## src/rtl/mem_reader_pkg.sv

```systemverilog
// mem_reader_pkg: shared types and constants for the thread-region memory reader.
//   state_t       - reader FSM states
//   fifo_entry_t  - one output buffer slot (data word + last-word flag)
//   FIFO_DEPTH    - output buffer depth
//   LEN_W         - width of the request word count
//
// The address-width macros normally arrive from the shared md5.vh header.
// The guarded values below are used only when that header has not already
// been read into the compilation unit.
`ifndef MEM_ADDR_MSB
`define MEM_ADDR_MSB 7
`endif
`ifndef MEM_TOTAL_MSB
`define MEM_TOTAL_MSB 11
`endif
`ifndef MSB
`define MSB(x) ($clog2((x) + 1) - 1)
`endif

package mem_reader_pkg;

    typedef enum logic [1:0] {
        ST_IDLE  = 2'd0,
        ST_READ  = 2'd1,
        ST_DRAIN = 2'd2
    } state_t;

    typedef struct packed {
        logic [31:0] data;
        logic        last;
    } fifo_entry_t;

    localparam int FIFO_DEPTH = 2;
    localparam int LEN_W      = 4;

endpackage

```

## src/rtl/mem_reader_if.sv

```systemverilog
// mem_reader_if: request and output-stream handshake bundle of mem_reader.
//   req_*   - read request (valid/ready, thread, start address, word count)
//   out_*   - streamed words (valid/ready, data, last-word flag)
// modport master: requester / consumer side
// modport slave : mem_reader side
interface mem_reader_if #(
    parameter int TN_MSB = 3
) ();

    logic                    req_valid;
    logic                    req_ready;
    logic [TN_MSB:0]         req_thread_num;
    logic [`MEM_ADDR_MSB:0]  req_addr;
    logic [3:0]              req_len;

    logic [31:0]             out_data;
    logic                    out_valid;
    logic                    out_ready;
    logic                    out_last;

    modport master (
        output req_valid, req_thread_num, req_addr, req_len, out_ready,
        input  req_ready, out_data, out_valid, out_last
    );

    modport slave (
        input  req_valid, req_thread_num, req_addr, req_len, out_ready,
        output req_ready, out_data, out_valid, out_last
    );

endinterface

```

## src/rtl/mem_reader_fifo.sv

```systemverilog
// mem_reader_fifo: 2-entry output buffer between the memory read port and
// the output stream.
//   CLK, RESET  - clock, synchronous active-high reset
//   push        - write push_entry this cycle
//   push_entry  - data word + last flag
//   pop         - consumer took the head entry this cycle
//   head        - oldest entry (valid when count != 0)
//   count       - occupancy, 0..2
// A simultaneous push and pop leaves occupancy unchanged. The caller never
// pushes into a full buffer.
module mem_reader_fifo
    import mem_reader_pkg::*;
(
    input  logic        CLK,
    input  logic        RESET,
    input  logic        push,
    input  fifo_entry_t push_entry,
    input  logic        pop,
    output fifo_entry_t head,
    output logic [1:0]  count
);

    fifo_entry_t slots [FIFO_DEPTH];
    logic        wr_ptr;
    logic        rd_ptr;

    always_ff @(posedge CLK) begin
        if (RESET) begin
            slots[0] <= '0;
            slots[1] <= '0;
            wr_ptr   <= 1'b0;
            rd_ptr   <= 1'b0;
            count    <= 2'd0;
        end else begin
            if (push) begin
                slots[wr_ptr] <= push_entry;
                wr_ptr        <= ~wr_ptr;
            end
            if (pop) begin
                rd_ptr <= ~rd_ptr;
            end
            count <= count + {1'b0, push} - {1'b0, pop};
        end
    end

    assign head = slots[rd_ptr];

endmodule

```

## src/rtl/mem_reader.sv

```systemverilog
// mem_reader: reads req_len consecutive words from one thread's region of a
// shared memory and streams them out through a 2-entry buffer.
//   CLK, RESET       - clock, synchronous active-high reset
//   bus (slave)      - request handshake and output word stream
//   rd_en, rd_addr   - memory read port, address = {thread, local address}
//   rd_din           - memory data, valid the cycle after rd_en
//   done             - one-cycle pulse when a request has fully drained
//   done_thread_num  - thread of the completed request (valid with done)
//   err              - sticky: a request wrapped inside its thread region
//
// state    | meaning
// ---------+---------------------------------------------------------
// ST_IDLE  | waiting for a request, req_ready high
// ST_READ  | issuing reads while words remain and the buffer has room
// ST_DRAIN | all reads issued; waiting for buffer empty and no read in flight
module mem_reader
    import mem_reader_pkg::*;
#(
    parameter int N_CORES       = 3,
    parameter int N_THREADS     = 4 * N_CORES,
    parameter int N_THREADS_MSB = `MSB(N_THREADS - 1)
) (
    input  logic                    CLK,
    input  logic                    RESET,
    mem_reader_if.slave             bus,
    output logic                    rd_en,
    output logic [`MEM_TOTAL_MSB:0] rd_addr,
    input  logic [31:0]             rd_din,
    output logic                    done,
    output logic [N_THREADS_MSB:0]  done_thread_num,
    output logic                    err
);

    state_t                 state;
    logic [N_THREADS_MSB:0] thread_q;
    logic [`MEM_ADDR_MSB:0] local_q;
    logic [LEN_W-1:0]       words_left;
    logic                   inflight;
    logic                   inflight_last;
    logic                   wrap_pend;
    logic                   err_q;

    fifo_entry_t            push_entry;
    fifo_entry_t            head;
    logic [1:0]             fifo_count;
    logic                   pop;
    logic [2:0]             occ;

    // Occupancy the buffer will have once this cycle's pop and the write of
    // last cycle's read land; a new read is only issued if it still fits.
    assign occ = {1'b0, fifo_count} + {2'b00, inflight} - {2'b00, pop};

    // Outputs are forced low while RESET is high, not only after the edge.
    assign rd_en = ~RESET && (state == ST_READ) && (words_left != 4'd0)
                   && (occ < 3'd2);
    assign rd_addr = RESET ? '0 : {thread_q, local_q};

    assign bus.req_ready = ~RESET && (state == ST_IDLE);
    assign bus.out_valid = ~RESET && (fifo_count != 2'd0);
    assign bus.out_data  = RESET ? 32'd0 : head.data;
    assign bus.out_last  = bus.out_valid && head.last;
    assign pop           = bus.out_valid && bus.out_ready;

    assign done = ~RESET && (state == ST_DRAIN) && (fifo_count == 2'd0)
                  && ~inflight;
    assign done_thread_num = done ? thread_q : '0;
    assign err             = ~RESET && err_q;

    assign push_entry.data = rd_din;
    assign push_entry.last = inflight_last;

    mem_reader_fifo u_fifo (
        .CLK        (CLK),
        .RESET      (RESET),
        .push       (inflight),
        .push_entry (push_entry),
        .pop        (pop),
        .head       (head),
        .count      (fifo_count)
    );

    always_ff @(posedge CLK) begin
        if (RESET) begin
            state         <= ST_IDLE;
            thread_q      <= '0;
            local_q       <= '0;
            words_left    <= '0;
            inflight      <= 1'b0;
            inflight_last <= 1'b0;
            wrap_pend     <= 1'b0;
            err_q         <= 1'b0;
        end else begin
            inflight      <= rd_en;
            inflight_last <= rd_en && (words_left == 4'd1);
            case (state)
                ST_IDLE: begin
                    if (bus.req_valid) begin
                        thread_q   <= bus.req_thread_num;
                        local_q    <= bus.req_addr;
                        words_left <= bus.req_len;
                        wrap_pend  <= 1'b0;
                        state      <= (bus.req_len == 4'd0) ? ST_DRAIN : ST_READ;
                    end
                end
                ST_READ: begin
                    if (rd_en) begin
                        local_q    <= local_q + 1'b1;
                        words_left <= words_left - 4'd1;
                        // The read after one at the top address lands on
                        // local address 0 of the same region: flag it then.
                        if (local_q == '1) begin
                            wrap_pend <= 1'b1;
                        end
                        if (wrap_pend) begin
                            err_q <= 1'b1;
                        end
                        if (words_left == 4'd1) begin
                            state <= ST_DRAIN;
                        end
                    end
                end
                ST_DRAIN: begin
                    if ((fifo_count == 2'd0) && !inflight) begin
                        state <= ST_IDLE;
                    end
                end
                default: state <= ST_IDLE;
            endcase
        end
    end

endmodule

```

## src/flat_wrapper.sv

```systemverilog
// flat-port wrapper written by rule: the top's interface ports become plain ports
module mem_reader_flat import mem_reader_pkg::*;
#(
    parameter int N_CORES       = 3,
    parameter int N_THREADS     = 4 * N_CORES,
    parameter int N_THREADS_MSB = `MSB(N_THREADS - 1)
)
  (CLK, RESET, rd_en, rd_addr, rd_din, done, done_thread_num, err, bus_req_valid, bus_req_thread_num, bus_req_addr, bus_req_len, bus_out_ready, bus_req_ready, bus_out_data, bus_out_valid, bus_out_last);
  mem_reader_if #(.TN_MSB(3)) bus_i ();
  input  logic CLK;
  input  logic RESET;
  output logic rd_en;
  output logic [`MEM_TOTAL_MSB:0] rd_addr;
  input  logic [31:0] rd_din;
  output logic done;
  output logic [N_THREADS_MSB:0] done_thread_num;
  output logic err;
  input wire logic [$bits(bus_i.req_valid)-1:0] bus_req_valid;
  input wire logic [$bits(bus_i.req_thread_num)-1:0] bus_req_thread_num;
  input wire logic [$bits(bus_i.req_addr)-1:0] bus_req_addr;
  input wire logic [$bits(bus_i.req_len)-1:0] bus_req_len;
  input wire logic [$bits(bus_i.out_ready)-1:0] bus_out_ready;
  output wire logic [$bits(bus_i.req_ready)-1:0] bus_req_ready;
  output wire logic [$bits(bus_i.out_data)-1:0] bus_out_data;
  output wire logic [$bits(bus_i.out_valid)-1:0] bus_out_valid;
  output wire logic [$bits(bus_i.out_last)-1:0] bus_out_last;
  assign bus_i.req_valid = bus_req_valid;
  assign bus_i.req_thread_num = bus_req_thread_num;
  assign bus_i.req_addr = bus_req_addr;
  assign bus_i.req_len = bus_req_len;
  assign bus_i.out_ready = bus_out_ready;
  assign bus_req_ready = bus_i.req_ready;
  assign bus_out_data = bus_i.out_data;
  assign bus_out_valid = bus_i.out_valid;
  assign bus_out_last = bus_i.out_last;
  mem_reader #(.N_CORES(N_CORES), .N_THREADS(N_THREADS), .N_THREADS_MSB(N_THREADS_MSB)) u_core (.CLK(CLK), .RESET(RESET), .bus(bus_i), .rd_en(rd_en), .rd_addr(rd_addr), .rd_din(rd_din), .done(done), .done_thread_num(done_thread_num), .err(err));
endmodule
```

## config.mk

```make
export PLATFORM = sky130hd
export DESIGN_NAME = mem_reader_flat
export DESIGN_NICKNAME = d
export VERILOG_FILES = /design/src/rtl/mem_reader_pkg.sv /design/src/rtl/mem_reader_if.sv /design/src/rtl/mem_reader_fifo.sv /design/src/rtl/mem_reader.sv /design/src/flat_wrapper.sv
export SDC_FILE = /design/constraint.sdc
export NUM_CORES = 1
export LEC_CHECK = 0
export ABC_AREA = 0
export BUFFER_PORTS_ARGS = -buffer_cell sky130_fd_sc_hd__buf_4
export CAP_MARGIN = 20
export CELL_PAD_IN_SITES_DETAIL_PLACEMENT = 1
export CELL_PAD_IN_SITES_GLOBAL_PLACEMENT = 2
export CORE_MARGIN = 2
export CORE_UTILIZATION = 35
export CTS_BUF_LIST = sky130_fd_sc_hd__clkbuf_2
export CTS_CLUSTER_SIZE = 28
export DETAILED_ROUTE_END_ITERATION = 6
export PLACE_DENSITY_LB_ADDON = 0.1
export SYNTH_ARGS = -nofsm -noshare
export SYNTH_HDL_FRONTEND = slang
export SYNTH_SLANG_ARGS = --single-unit
```

## constraint.sdc

```tcl
create_clock -name CLK -period 4.9 [get_ports CLK]
set_clock_uncertainty 0.15 [all_clocks]
set_input_delay 0.735 -clock CLK [delete_from_list [all_inputs] [get_ports CLK]]
set_output_delay 0.735 -clock CLK [all_outputs]
set_load 0.02 [all_outputs]
```

==> flow_metrics.py <==
metrics = {
    "timing": {
        "final.setup.worst_slack_ps": 309,
        "finalSetupViolCount": 0,
        "hold_viol": 0,
        "min_period_over_period": 0.937,
        "rsz0062_at_grt": "false",
        "fin_setup_tns_ps": 0,
        "period_minus_slack_ps": 4590,
        "fmax_mhz": 218,
        "slew_violations": 0,
        "max_slew_margin": 0.375,
        "worst_pin_slew_ps": 933,
    },
    "die": {
        "initial_core_util": 0.355,
        "dieArea_um2": 13600,
        "rows": 41,
        "die_h_um": 117,
        "coreArea_um2": 12500,
        "die_w_um": 117,
        "ios": 106,
    },
    "clocking": {
        "clock-sinks": 93,
        "clk_pin_slew_worst_paths_ps": 280,
        "cts_tree": "done",
        "htreeDepth": 3,
        "clk_latency_ps": 580,
        "clockRootBuffer": "clkbuf_2",
        "cts_setup_buffers": 0,
        "cts_buffer_depth": 2,
        "cts_hold_buf": 0,
        "numCtsBuffers": 9,
        "cts_resized": 0,
    },
    "logic_synthesis": {
        "syn-instance-count": 403,
        "synth_warnings": 0,
        "synth_area_leaders": "edfxtp_1 45%, dfxtp_1 12%, and2_1 11%",
        "ys.flop_type": "edfxtp_1",
        "synth_cell_types": 47,
        "syn_area_um2": 4440,
        "ys_seq_elements": 93,
        "synth_edf_count": 66,
        "syn_area_per_cell_um2": 11.0,
        "synth_top_cell_by_area": "edfxtp_1",
        "yosys.area.top_type_share": 0.446,
        "syn_nets": 461,
        "async_flop_share": 0,
        "ys_seq_area_frac": 0.568,
    },
    "critical_path": {
        "endpoint_kind": "primary output",
        "cp.required_ps": 4010,
        "cp-start-kind": "flip-flop",
        "crit_type": "reg -> out",
        "critPathMaxFanout": 6,
        "arrival_ps": 3710,
    },
    "global_route": {
        "grt_overflow": 0,
        "antenna_found_initial": 0,
        "grt_usage": 0.162,
        "grt_max_degree": 75,
        "grt_pass1_wl_mm": 16.8,
        "grt_pass1_vias": 3353,
    },
    "route": {
        "vias_per_cell": 4.86,
        "dr_total_vias": 3289,
        "drc": 0,
        "ant_nets": 0,
        "first_iter_violations": 132,
        "wl_per_cell_um": 15.8,
        "drt_pass1_iterations": 4,
        "totalWireLength_mm": 10.7,
    },
    "power_and_ir_drop": {
        "p_leak_nw": 2.21,
        "peakVddDrop_mv": 0.140,
        "power.density_nw_per_um2": 298,
    },
    "place": {
        "port_buffers": 105,
        "place_inst": 660,
        "dp_slack_ps": 558,
        "gp_congestion": 0.703,
        "place_hpwl_mm": 7.06,
    },
    "finish": {
        "antenna_cells": 0,
        "drive_gt1_frac": 0.259,
        "area_growth_pct": 25.5,
        "layout.nets": 558,
        "layout.cells.non_filler": 677,
        "postLayoutCoreUtil": 0.446,
    },
    "job": {
        "drv_cap": 0,
    },
    "run_status": {
        "status": "completed",
    },
    "worst_hold_path": {
        "hp-class": "in -> reg",
    },
}
per-stage QoR:
step	hold slack [ps]	area [µm²]	power [mW]
global placement	297	5400	1.23
finish	207	5580	1.66
CTS	169	5560	1.68
floorplan	279	4440	1.11
global route	170	5580	1.75
detailed placement	310	5420	1.24
report_power, final:
part | switching [mW] | internal, mW
sequential | 0.0330 | 0.891
combinational | 0.165 | 0.131
clock | 0.275 | 0.167
flip-flops by register name (all words and copies together), names as in the netlist, named ones only:
| signal | flops |
|---|---|
| u_core.words_left | 4 |
| u_core.state | 2 |
| u_core.u_fifo.rd_ptr | 1 |
| u_core.u_fifo.count | 2 |
| u_core.inflight | 1 |
| u_core.err_q | 1 |
| u_core.wrap_pend | 1 |
| u_core.inflight_last | 1 |
| u_core.u_fifo.slots | 66 |
| u_core.thread_q | 4 |
| u_core.local_q | 8 |
| u_core.u_fifo.wr_ptr | 1 |
cell usage in the layout (no fill, tap or decap), types with 3 or more instances in the layout:
cell type,n
ha_1,5
a21oi_1,15
mux2i_1,37
nor2b_1,18
clkbuf_2,9
o21ai_0,11
clkinv_1,3
nor2_1,45
dfxtp_1,26
nand3_1,5
and2_1,75
inv_1,9
nor3_1,7
nor4_1,3
or3_1,4
edfxtp_1,66
nor3b_1,3
nand2_1,13
xnor2_1,3
buf_4,109
synth_stat cells, drive strengths merged, types with 2 or more instances:
cell type,count
and2,75
edfxtp,66
nor2,45
mux2i,37
dfxtp,27
clkbuf,19
nor2b,18
a21oi,15
nand2,13
o21ai,12
inv,9
nor3,8
buf,6
ha,5
nand3,5
or3,4
nor3b,3
nor4,3
xnor2,3
and3,2
o32ai,2
or2b,2
or4,2
critical path: stages (launching register included):
cell	delay (ps)
dfxtp_1	410
o21ba_2	250
and2_1	180
ha_1	280
inv_1	40
ha_1	180
fa_1	470
or4b_1	610
nor3_1	470
buf_4	230
layer usage:
metal,GRT usage,share of wire,vias up
li1,-,-,1603
met1,0.199,0.44,1603
met2,0.277,0.49,71
met3,0.0358,0.053,12
met4,0.0635,0.014,0
met5,0,0,-
worst paths after layout:
check                               startpoint                         endpoint  slack [ps]  depth (start not counted)
min                      bus_req_thread_num[2]  u_core.thread_q[2]$_SDFFE_PP0P_         210                          3
max          u_core.u_fifo.count[1]$_SDFF_PP0_                            rd_en         310                          9
min reg2reg          u_core.err_q$_SDFFE_PP0P_        u_core.err_q$_SDFFE_PP0P_         350                          2
max reg2reg  u_core.u_fifo.count[1]$_SDFF_PP0_   u_core.local_q[0]$_SDFFE_PP0P_        1170                         10
kinds of logic after synthesis:
group | share of synthesized area
buffers and inverters | 0.0296
AND/OR/NAND/NOR | 0.232
flip-flops | 0.568
multiplexers | 0.0834
AO/OA/AOI/OAI | 0.0628
adder cells (fa/ha/maj) | 0.0186
XOR/XNOR | 0.00592
layout make-up:
type / instances / area [µm²]
clock buffers: 9 / 45.0
clock inverters: 7 / 88.8
fillers: 1399 / 6940
inverters: 9 / 33.8
multi-input cells: 276 / 1800
flip-flops and latches: 93 / 2520
well taps: 172 / 215
repair buffers: 111 / 866
No activity file was read; power rests on OpenSTA's default activity.
